--- config.mk ---
export PLATFORM = sky130hd
export DESIGN_NAME = regfile_sb
export DESIGN_NICKNAME = d
export VERILOG_FILES = /design/src/rtl/regfile_pkg.sv /design/src/rtl/regfile_scoreboard.sv /design/src/rtl/regfile_sb.sv
export SDC_FILE = /design/constraint.sdc
export NUM_CORES = 1
export LEC_CHECK = 0
export CAP_MARGIN = 0
export CORE_MARGIN = 3
export CORE_UTILIZATION = 40
export CTS_CLUSTER_DIAMETER = 100
export DETAILED_ROUTE_END_ITERATION = 10
export DONT_BUFFER_PORTS = 1
export PLACE_DENSITY = 0.53
export SYNTH_ARGS = -nofsm -noshare
export SYNTH_HDL_FRONTEND = slang
export SYNTH_SLANG_ARGS = --single-unit
--- constraint.sdc ---
create_clock -name clk_i -period 1.95 [get_ports clk_i]
set_input_delay 0.4875 -clock clk_i [delete_from_list [all_inputs] [get_ports clk_i]]
set_output_delay 0.4875 -clock clk_i [all_outputs]
set_load 0.01 [all_outputs]
--- src/rtl/regfile_pkg.sv ---
// regfile_pkg
//   Shared constants and types for the scoreboarded register file.
//   DATA_W_DEF / NUM_REGS_DEF : default register width and register count
//   busy_vec_t                : scoreboard vector at the default register count
//   num_regs_ok()             : true for the supported register counts
//                               (powers of two, 2..256)
package regfile_pkg;

    localparam int DATA_W_DEF   = 8;
    localparam int NUM_REGS_DEF = 8;

    typedef logic [NUM_REGS_DEF-1:0] busy_vec_t;

    function automatic bit num_regs_ok(input int n);
        return (n >= 2) && (n <= 256) && ((n & (n - 1)) == 0);
    endfunction

endpackage

--- src/rtl/regfile_scoreboard.sv ---
// regfile_scoreboard
//   Busy bits for the register file. A write clears the busy bit of its
//   target and a reserve sets the busy bit of its target. When both hit
//   the same register in one cycle, the set wins. wr_unres_o pulses for
//   one cycle after a write that landed on a register that was not busy.
//   With ZERO_REG=1, register 0 ignores writes and reserves, and its busy
//   bit is constant 0.
//
// Ports
//   clk_i, reset_ni     clock, asynchronous active-low reset
//   write_i             write strobe
//   write_addr_i        write target
//   reserve_i           reserve strobe
//   reserve_addr_i      reserve target
//   busy_o              busy vector, bit n is register n
//   write_en_o          write strobe after register-0 masking (combinational)
//   wr_unres_o          registered unreserved-write pulse
module regfile_scoreboard
    import regfile_pkg::*;
#(
    parameter int NUM_REGS = NUM_REGS_DEF,
    parameter int ADDR_W   = $clog2(NUM_REGS),
    parameter int ZERO_REG = 0
) (
    input  logic                clk_i,
    input  logic                reset_ni,
    input  logic                write_i,
    input  logic [ADDR_W-1:0]   write_addr_i,
    input  logic                reserve_i,
    input  logic [ADDR_W-1:0]   reserve_addr_i,
    output logic [NUM_REGS-1:0] busy_o,
    output logic                write_en_o,
    output logic                wr_unres_o
);

    localparam bit ZR = (ZERO_REG != 0);

    logic                wr_en;
    logic                rsv_en;
    logic [NUM_REGS-1:0] clr_vec;
    logic [NUM_REGS-1:0] set_vec;
    logic [NUM_REGS-1:0] busy_next;
    logic [NUM_REGS-1:0] busy_q;
    logic                wr_unres_q;

    always_comb begin
        wr_en  = write_i   && !(ZR && (write_addr_i   == '0));
        rsv_en = reserve_i && !(ZR && (reserve_addr_i == '0));

        clr_vec = '0;
        set_vec = '0;
        if (wr_en) begin
            clr_vec[write_addr_i] = 1'b1;
        end
        if (rsv_en) begin
            set_vec[reserve_addr_i] = 1'b1;
        end

        // Set is applied after clear so a same-register reserve wins.
        busy_next = (busy_q & ~clr_vec) | set_vec;
        if (ZR) begin
            busy_next[0] = 1'b0;
        end
    end

    always_ff @(posedge clk_i or negedge reset_ni) begin
        if (!reset_ni) begin
            busy_q     <= '0;
            wr_unres_q <= 1'b0;
        end else begin
            busy_q     <= busy_next;
            wr_unres_q <= wr_en && !busy_q[write_addr_i];
        end
    end

    assign busy_o     = busy_q;
    assign write_en_o = wr_en;
    assign wr_unres_o = wr_unres_q;

endmodule

--- src/rtl/regfile_sb.sv ---
// regfile_sb
//   Register file with a busy scoreboard. It has two combinational read
//   ports (S and T) and one write port. A reserve port marks a register as
//   waiting for a pending result, and the next write to that register
//   clears the mark. Optional ZERO_REG=1 hardwires register 0 to zero and
//   keeps it never busy.
//
//   Build option: define REGFILE_BYPASS_EN to forward same-cycle write
//   data to a read port that addresses the register being written. In that
//   case the busy flag reads as its post-edge value. Without the macro,
//   reads show the stored values from before the edge.
//
// Parameters
//   DATA_W    register width
//   NUM_REGS  register count, power of two from 2 to 256
//   ADDR_W    address width, must satisfy NUM_REGS == 2**ADDR_W
//   ZERO_REG  1: register 0 reads as zero and ignores writes/reserves
//
// Ports
//   clk_i, reset_ni                clock, asynchronous active-low reset
//   write_i, write_addr_i,
//   write_data_i                   write port
//   reserve_i, reserve_addr_i      reserve port
//   rs_addr_i, rs_data_o, rs_busy_o  read port S
//   rt_addr_i, rt_data_o, rt_busy_o  read port T
//   busy_o                         busy vector, bit n is register n
//   wr_unres_o                     pulse after a write to a non-busy register
module regfile_sb
    import regfile_pkg::*;
#(
    parameter int DATA_W   = DATA_W_DEF,
    parameter int NUM_REGS = NUM_REGS_DEF,
    parameter int ADDR_W   = $clog2(NUM_REGS),
    parameter int ZERO_REG = 0
) (
    input  logic                clk_i,
    input  logic                reset_ni,
    input  logic                write_i,
    input  logic [ADDR_W-1:0]   write_addr_i,
    input  logic [DATA_W-1:0]   write_data_i,
    input  logic                reserve_i,
    input  logic [ADDR_W-1:0]   reserve_addr_i,
    input  logic [ADDR_W-1:0]   rs_addr_i,
    output logic [DATA_W-1:0]   rs_data_o,
    output logic                rs_busy_o,
    input  logic [ADDR_W-1:0]   rt_addr_i,
    output logic [DATA_W-1:0]   rt_data_o,
    output logic                rt_busy_o,
    output logic [NUM_REGS-1:0] busy_o,
    output logic                wr_unres_o
);

    localparam bit ZR = (ZERO_REG != 0);

    if (!num_regs_ok(NUM_REGS) || (NUM_REGS != (1 << ADDR_W))) begin : g_param_err
        $error("regfile_sb: NUM_REGS must be a power of two in 2..256 equal to 2**ADDR_W");
    end

    logic [DATA_W-1:0]   regs_q [NUM_REGS];
    logic [NUM_REGS-1:0] busy;
    logic                wr_en;

    regfile_scoreboard #(
        .NUM_REGS (NUM_REGS),
        .ADDR_W   (ADDR_W),
        .ZERO_REG (ZERO_REG)
    ) u_scoreboard (
        .clk_i          (clk_i),
        .reset_ni       (reset_ni),
        .write_i        (write_i),
        .write_addr_i   (write_addr_i),
        .reserve_i      (reserve_i),
        .reserve_addr_i (reserve_addr_i),
        .busy_o         (busy),
        .write_en_o     (wr_en),
        .wr_unres_o     (wr_unres_o)
    );

    // wr_en is already masked for register 0, so with ZERO_REG=1 entry 0
    // keeps its reset value of zero.
    always_ff @(posedge clk_i or negedge reset_ni) begin
        if (!reset_ni) begin
            for (int i = 0; i < NUM_REGS; i++) begin
                regs_q[i] <= '0;
            end
        end else if (wr_en) begin
            regs_q[write_addr_i] <= write_data_i;
        end
    end

    function automatic logic [DATA_W-1:0] port_data(input logic [ADDR_W-1:0] addr);
        logic [DATA_W-1:0] d;
        d = regs_q[addr];
`ifdef REGFILE_BYPASS_EN
        if (wr_en && (write_addr_i == addr)) begin
            d = write_data_i;
        end
`endif
        if (ZR && (addr == '0)) begin
            d = '0;
        end
        return d;
    endfunction

    function automatic logic port_busy(input logic [ADDR_W-1:0] addr);
        logic b;
        b = busy[addr];
`ifdef REGFILE_BYPASS_EN
        // A forwarded read shows busy as it will be after the edge. The
        // write clears it, unless a reserve on the same register sets it
        // again.
        if (wr_en && (write_addr_i == addr)) begin
            b = reserve_i && (reserve_addr_i == addr);
        end
`endif
        if (ZR && (addr == '0)) begin
            b = 1'b0;
        end
        return b;
    endfunction

    always_comb begin
        rs_data_o = port_data(rs_addr_i);
        rt_data_o = port_data(rt_addr_i);
        rs_busy_o = port_busy(rs_addr_i);
        rt_busy_o = port_busy(rt_addr_i);
    end

    assign busy_o = busy;

endmodule
==> results.tsv, run 1 <==
metric	value	unit
Adder-Cell Fraction of Synth Area	0	%
area of the die	11490	µm²
largest cells by area after synthesis	dfrtp_1, mux4_1, mux2_2, buf_12, mux2i_1	
Design Area, Final	4486	µm²
mapped cell area	4095	µm²
Starting Density	41.51	%
Psw	1.154	mW
Reg2Reg Setup Slack	470	ps
Worst EP required	1460	ps
routability cong.	0.7099	
Synth Area in Compound Gates	1.222	%
Flop pwr share	44.7	%
final core utilization	45.47	%
max-slew violations	0	
Congestion Overflow GR	0	
fin nets	284	
final hold vios	73	
Worst Hold Slack	-173.0	ps
skew final	7.251	ps
failing checks	hold timing, setup timing	
Worst Slack Setup Final	-64.34	ps
RSZ-0062 raised after global routing	yes	
vias in the first global route	2537	
area delta synth->final	9.532	%
post-place setup slack	126.3	ps
Arr. time, crit path	1530	ps
clock latency on the worst-skew pair	350	ps
leakage power	1.865	nW
final cell count without fillers	398	
die height	107.2	µm
# rows	36	
Yosys top cell by area	dfrtp_1	
count of final setup violators	18	
Pwr Density	1036	nW/µm²
Comb pwr share	23.9	%
maximum VDD drop	0.3586	mV
Pint	3.495	mW
Storage cell area	1827	µm²
Top-Level Pins	51	
largest net degree at the start of global routing	74	
Port-buffer cells	0	
Syn Inst Count	242	
Setup crit end kind	output pin	
syn avg cell area	16.92	µm²
type of origin of the critical path	flip-flop	
Synth warnings	0	
htree depth	3	
Worst Path Max Fanout	3	
initial drt markers	76	
Vias/cell	5.704	
Synth cell types	24	
fillers	879	
reg2reg start	u_scoreboard.busy_o[1]	
Worst R2R Path Depth	5	
Min-Delay Path Class	in2async	
Bufs on Longest Clock Path	2	
die width	107.2	µm
Vias	2270	
CTS tree	built	
Root Buffer	clkbuf_8	
Seq cells post-synth	73	
synthesized net count	266	
initial antenna violation count	0	
status	finished with violations	
dpl cells	378	
total power	4.648	mW
DRC	0	
cts bufs inserted	9	
DRT Wirelength	9317	µm
final period utilization	103.3	%
dpl cell area	4272	µm²
post-route ant nets	0	
diode count	0	
layout cells sized above 1	60.38	%
All-Layer GR Usage	17.76	%
drt wl/cell	23.41	µm
Simple-Gate Fraction of Synth Area	3.941	%
1st-pass router iterations	6	
core box area	9864	µm²
WS Path Type	reg2out	
RR Endpoint	u_scoreboard.wr_unres_o	
post-synth top area share	44.61	%
HPWL after DPL	5959	µm
Clk pwr share	31.4	%
post-synthesis sequential area ratio	44.61	%
Achievable Freq	0.4964	GHz
Clock Pin Slew Worst Setup and Hold Paths	90	ps
post-layout minimum cycle time	2014	ps
switch share	24.82	%
area occupied by multi-input gates	2076	µm²
post-synthesis mux area share	47.17	%
clock sink count	73	
main combinational cell family by area after synthesis	multiplexers	
Least-Margin Pin Slew	336.6	ps
XOR/XNOR share of the synthesized area	0	%
Max-Cap Viols	0	
first-pass GRT wire length	15020	µm
worst rel slew slack	77.44	%
-- cell families (layout without fill, tap and decap cells) --
logic type / Yosys count / in the layout
AND/OR/NAND/NOR: 20 / 20
buffers and inverters: 18 / 41
multiplexers: 123 / 123
flip-flops: 73 / 73
AO/OA/AOI/OAI: 8 / 8
-- final cells by class --
type,count,share of cell area (%)
sequential,73,40.73
tap,133,3.710
multi-input combinational,151,46.28
inverter,4,0.3347
timing repair buffer,21,3.515
clock buffer,11,3.152
clock inverter,5,2.287
-- worst max path at each step --
stage                      start           end  slack [ps]  depth (start not counted)
floorplan           rs_addr_i[0]  rs_data_o[6]         -40                          4
global placement    rt_addr_i[0]  rt_data_o[7]         140                          2
detailed placement  rt_addr_i[0]  rt_data_o[1]         130                          2
CTS                   regs_q[35]  rs_data_o[3]        -100                          2
global route          regs_q[34]  rt_data_o[2]        -130                          2
finish                regs_q[35]  rs_data_o[3]         -60                          2
-- per-layer routing --
metal	share of wire (%)	global-route usage, %	vias to the layer above
met5	0	0	-
met4	1.4	6.758	0
met3	5.4	4.696	10
met2	48	27.35	44
met1	45	24.10	1234
li1	-	-	982
-- registers in the layout, summed over array words and instances, names as in the netlist --
register and cells:
regs_q 64, u_scoreboard.wr_unres_o 1, u_scoreboard.busy_o 8
-- synthesized netlist by cell type --
master and count:
nand2_1 7, buf_2 5, nor3b_4 2, buf_12 2
buf_4 1, mux4_2 1, inv_1 4, nand2b_1 3
nor3_4 1, o32ai_1 2, nand4b_1 3, nand4_1 1
mux2_2 82, buf_1 2, and2_1 1, nor3_2 1
dfrtp_1 73, o21ai_0 4, mux2i_1 4, buf_6 2
o22ai_1 2, clkbuf_1 2, mux4_1 36, nand2b_4 1
-- power by group through the flow --
stage / sequential (mW) / combinational, mW / clock, mW
global placement: 2.07 / 1.07 / 0
detailed placement: 2.09 / 1.09 / 0
finish: 2.08 / 1.11 / 1.46
global route: 2.13 / 1.19 / 1.56
floorplan: 2.04 / 0.955 / 0
CTS: 2.07 / 1.12 / 1.51
-- through the flow --
stage / setup TNS [ps] / hold WS (ps)
detailed placement: 0 / 194.9
floorplan: -519.0 / 191.9
global route: -1795 / -196.8
finish: -881.2 / -173.0
global placement: 0 / 194.8
CTS: -1422 / -198.3
-- placed cells by master (no fill, tap or decap), types with 4 or more instances in the layout --
cell and n:
mux2_4 18, mux4_2 37, o21ai_0 4, dfrtp_1 73, mux2i_1 4, nand2_1 7
buf_4 21, inv_1 4, mux2_2 64, clkbuf_8 10
-- worst max-delay path: stages (launching register included) --
cell     delay, ps
dfrtp_1        400
mux4_2         470
mux2_4         310
-- repair_timing --
item / in CTS / in global routing
resized for setup: 14 / 2
setup endpoints to repair: 18 / 18
endpoints found under the hold margin: 73 / 73
setup buffers: 3 / 1
pin swaps: 0 / 0
No activity file was read; power rests on OpenSTA's default activity.
==> run 2: changes to the inputs <==
--- a/config.mk
+++ b/config.mk
@@ -11,7 +11,8 @@
 export CTS_CLUSTER_DIAMETER = 100
 export DETAILED_ROUTE_END_ITERATION = 10
 export DONT_BUFFER_PORTS = 1
-export PLACE_DENSITY = 0.53
+export PLACE_DENSITY = 0.51
 export SYNTH_ARGS = -nofsm -noshare
 export SYNTH_HDL_FRONTEND = slang
+export SYNTH_HIERARCHICAL = 1
 export SYNTH_SLANG_ARGS = --single-unit
==> constraint.sdc (replaced) <==
create_clock -name clk_i -period 2.2 [get_ports clk_i]
set_input_delay 0.55 -clock clk_i [delete_from_list [all_inputs] [get_ports clk_i]]
set_output_delay 0.55 -clock clk_i [all_outputs]
set_load 0.01 [all_outputs]
==> results.tsv, run 2 <==
metric	value	unit	change
status	finished with violations		unchanged
failing checks	hold timing		was hold timing, setup timing
DRC	0		unchanged
largest cells by area after synthesis	dfrtp_1, mux4_1, mux2_2, o21ai_0, buf_12		was dfrtp_1, mux4_1, mux2_2, buf_12, mux2i_1
RSZ-0062 raised after global routing	yes		unchanged
Starting Density	41.73	%	was 41.51%
most common cell after layout, fill and taps aside	mux2_2		was dfrtp_1
RR Endpoint	u_scoreboard/wr_unres_o		was u_scoreboard.wr_unres_o
initial antenna violation count	0		unchanged
switch share	27.57	%	was 24.82%
final cell count without fillers	394		was 398
vias in the first global route	2519		was 2537
final period utilization	97.87	%	
Yosys top cell by area	dfrtp_1		unchanged
Vias	2342		was 2270
CP max stage cell	mux4_2		unchanged
Port-buffer cells	0		unchanged
Worst R2R Path Depth	4		was 5
maximum VDD drop	0.3545	mV	was 0.3586 mV
Commonest cells post-synth	mux2_2, dfrtp_1, mux4_1		unchanged
count of final setup violators	0		was 18
mapped cell area	4135	µm²	was 4095 µm²
Clock Pin Slew Worst Setup and Hold Paths	80	ps	was 90 ps
crit-path cells	mux4_2, mux2_4		unchanged
final core utilization	45.30	%	was 45.47%
post-synthesis sequential area ratio	44.18	%	was 44.61%
layout cells sized above 1	49.04	%	was 60.38%
most frequent cell after synthesis	mux2_2		unchanged
cts bufs inserted	9		unchanged
initial drt markers	91		was 76
area of the die	11590	µm²	was 11490 µm²
number of synthesized flops with an enable pin	0		unchanged
final hold vios	73		unchanged
Bufs on Longest Clock Path	2		unchanged
routability cong.	0.7261		was 0.7099
Vias/cell	5.944		was 5.704
1st-pass router iterations	4		was 6
FFs w/ async S/R, synth	100.0	%	unchanged
Flop pwr share	48.8	%	was 44.7%
area delta synth->final	8.563	%	was 9.532%
Psw	1.052	mW	was 1.154 mW
HPWL after DPL	6221	µm	was 5959 µm
# rows	36		unchanged
Seq cells post-synth	73		unchanged
worst rel slew slack	74.55	%	was 77.44%
max reg flops	64		unchanged
WP depth	2		unchanged
total power	3.814	mW	was 4.648 mW
dpl cells	378		unchanged
CP delay by family, top	multiplexers		unchanged
most flop-heavy register	regs_q		unchanged
All-Layer GR Usage	17.25	%	was 17.76%
skew final	2.395	ps	was 7.251 ps
post-layout minimum cycle time	2153	ps	
Clk pwr share	29.2	%	was 31.4%
max-slew violations	0		unchanged
CP peak stage delay	490	ps	was 470 ps
diode count	0		unchanged
CTS tree	built		unchanged
DRT Wirelength	9412	µm	was 9317 µm
htree depth	3		unchanged
Arr. time, crit path	1600	ps	was 1530 ps
CP Launch Point	u_scoreboard/busy_o[4]		was regs_q[35]
Comb pwr share	22.0	%	was 23.9%
Max-Cap Viols	0		unchanged
Worst EP required	1650	ps	was 1460 ps
Synth cell types	21		was 24
clock sink count	73		unchanged
clock latency on the worst-skew pair	350	ps	about the same
Congestion Overflow GR	0		unchanged
dominant synthesized flop cell	dfrtp_1		unchanged
type of origin of the critical path	flip-flop		unchanged
synthesized net count	274		was 266
Min-Delay Path Class	in2async		unchanged
Setup crit end kind	output pin		unchanged
CP bufs+invs	0		unchanged
largest net degree at the start of global routing	74		unchanged
core box area	9910	µm²	was 9864 µm²
Worst Hold Slack	-113.8	ps	was -173.0 ps
leakage power	1.862	nW	was 1.865 nW
Syn Inst Count	250		was 242
Pwr Density	849.7	nW/µm²	was 1036 nW/µm²
Post-CTS Setup Bufs	0		was 3
post-route ant nets	0		unchanged
die height	107.7	µm	was 107.2 µm
Worst Path Max Fanout	5		was 3
TNS Setup	0	ps	was -881.2 ps
WS Path Type	reg2out		unchanged
Root Buffer	clkbuf_8		unchanged
Worst setup endpoint	rt_busy_o		was rs_data_o[3]
drt wl/cell	23.89	µm	was 23.41 µm
Least-Margin Pin Slew	376.4	ps	was 336.6 ps
Synth warnings	6		was 0
post-synth top area share	44.18	%	was 44.61%
fin nets	280		was 284
Reg2Reg Setup Slack	860	ps	was 470 ps
reg2reg start	u_scoreboard/busy_o[1]		was u_scoreboard.busy_o[1]
syn avg cell area	16.54	µm²	was 16.92 µm²
Top-Level Pins	51		unchanged
first-pass GRT wire length	14950	µm	was 15020 µm
Pint	2.763	mW	was 3.495 mW
most frequent cells in the layout	mux2_2, dfrtp_1, mux4_1		was dfrtp_1, mux2_2, mux4_2
Achievable Freq	0.4644	GHz	
die width	107.7	µm	was 107.2 µm
[run 2: how the worst min path moves through the flow]
stage	endpoint	slack [ps]	cells after the start
after global routing	u_scoreboard/wr_unres_o	-150	0
after CTS	u_scoreboard/busy_o[6]	-140	0
after floorplan	regs_q[0]	250	0
after global placement	u_scoreboard/wr_unres_o	260	0
final	u_scoreboard/wr_unres_o	-110	0
after detailed placement	u_scoreboard/wr_unres_o	260	0
[run 2: through the flow]
stage	setup WS (ps)	instance area (µm²)
final	46.85	4489
after global routing	-10.61	4489
after CTS	5.333	4499
after detailed placement	225.2	4285
after global placement	235.4	4285
after floorplan	24.02	4135
[run 2: cell families (layout without fill, tap and decap cells)]
| group | count (synthesis) | after routing | synth area share (%) |
|---|---|---|---|
| AOI/OAI and AO/OA | 16 | 16 | 2.179 |
| buffers and inverters | 19 | 30 | 3.389 |
| DFF | 73 | 73 | 44.18 |
| muxes | 123 | 123 | 46.72 |
| and+or+nand+nor | 19 | 19 | 3.540 |
[run 2: cell type report]
type / instances / area, µm²
timing repair buffer: 14 / 105.1
clock buffer: 9 / 123.9
clock inverter: 7 / 83.83
fill: 879 / 5420
tap: 133 / 166.4
sequential: 73 / 1834
multi-input combinational: 158 / 2176
[run 2: metal layers]
layer | global-route usage (%) | wire (µm)
met1 | 22.39 | 4210
met2 | 28.77 | 4712
met3 | 5.339 | 439
met4 | 3.246 | 49
met5 | 0 | 0
[run 2: power groups by stage]
stage	logic, mW	clock network, mW	registers, mW
after global routing	0.914	1.21	1.91
final	0.839	1.11	1.86
after detailed placement	0.839	0	1.89
after floorplan	0.766	0	1.80
after CTS	0.849	1.16	1.86
after global placement	0.821	0	1.88
[run 2: repair_timing]
item / in CTS / in global routing
endpoints found under the setup margin: 2 / 3
pin swaps: 0 / 0
endpoints found under the hold margin: 73 / 73
resized for setup: 9 / 4
[run 2: worst reg2reg max path: cells and delay by family, from the launching register on]
family / cells / cell delay, ps
flip-flops: 1 / 400
buffers and inverters: 1 / 160
multiplexers: 2 / 510
AND/OR/NAND/NOR: 1 / 180
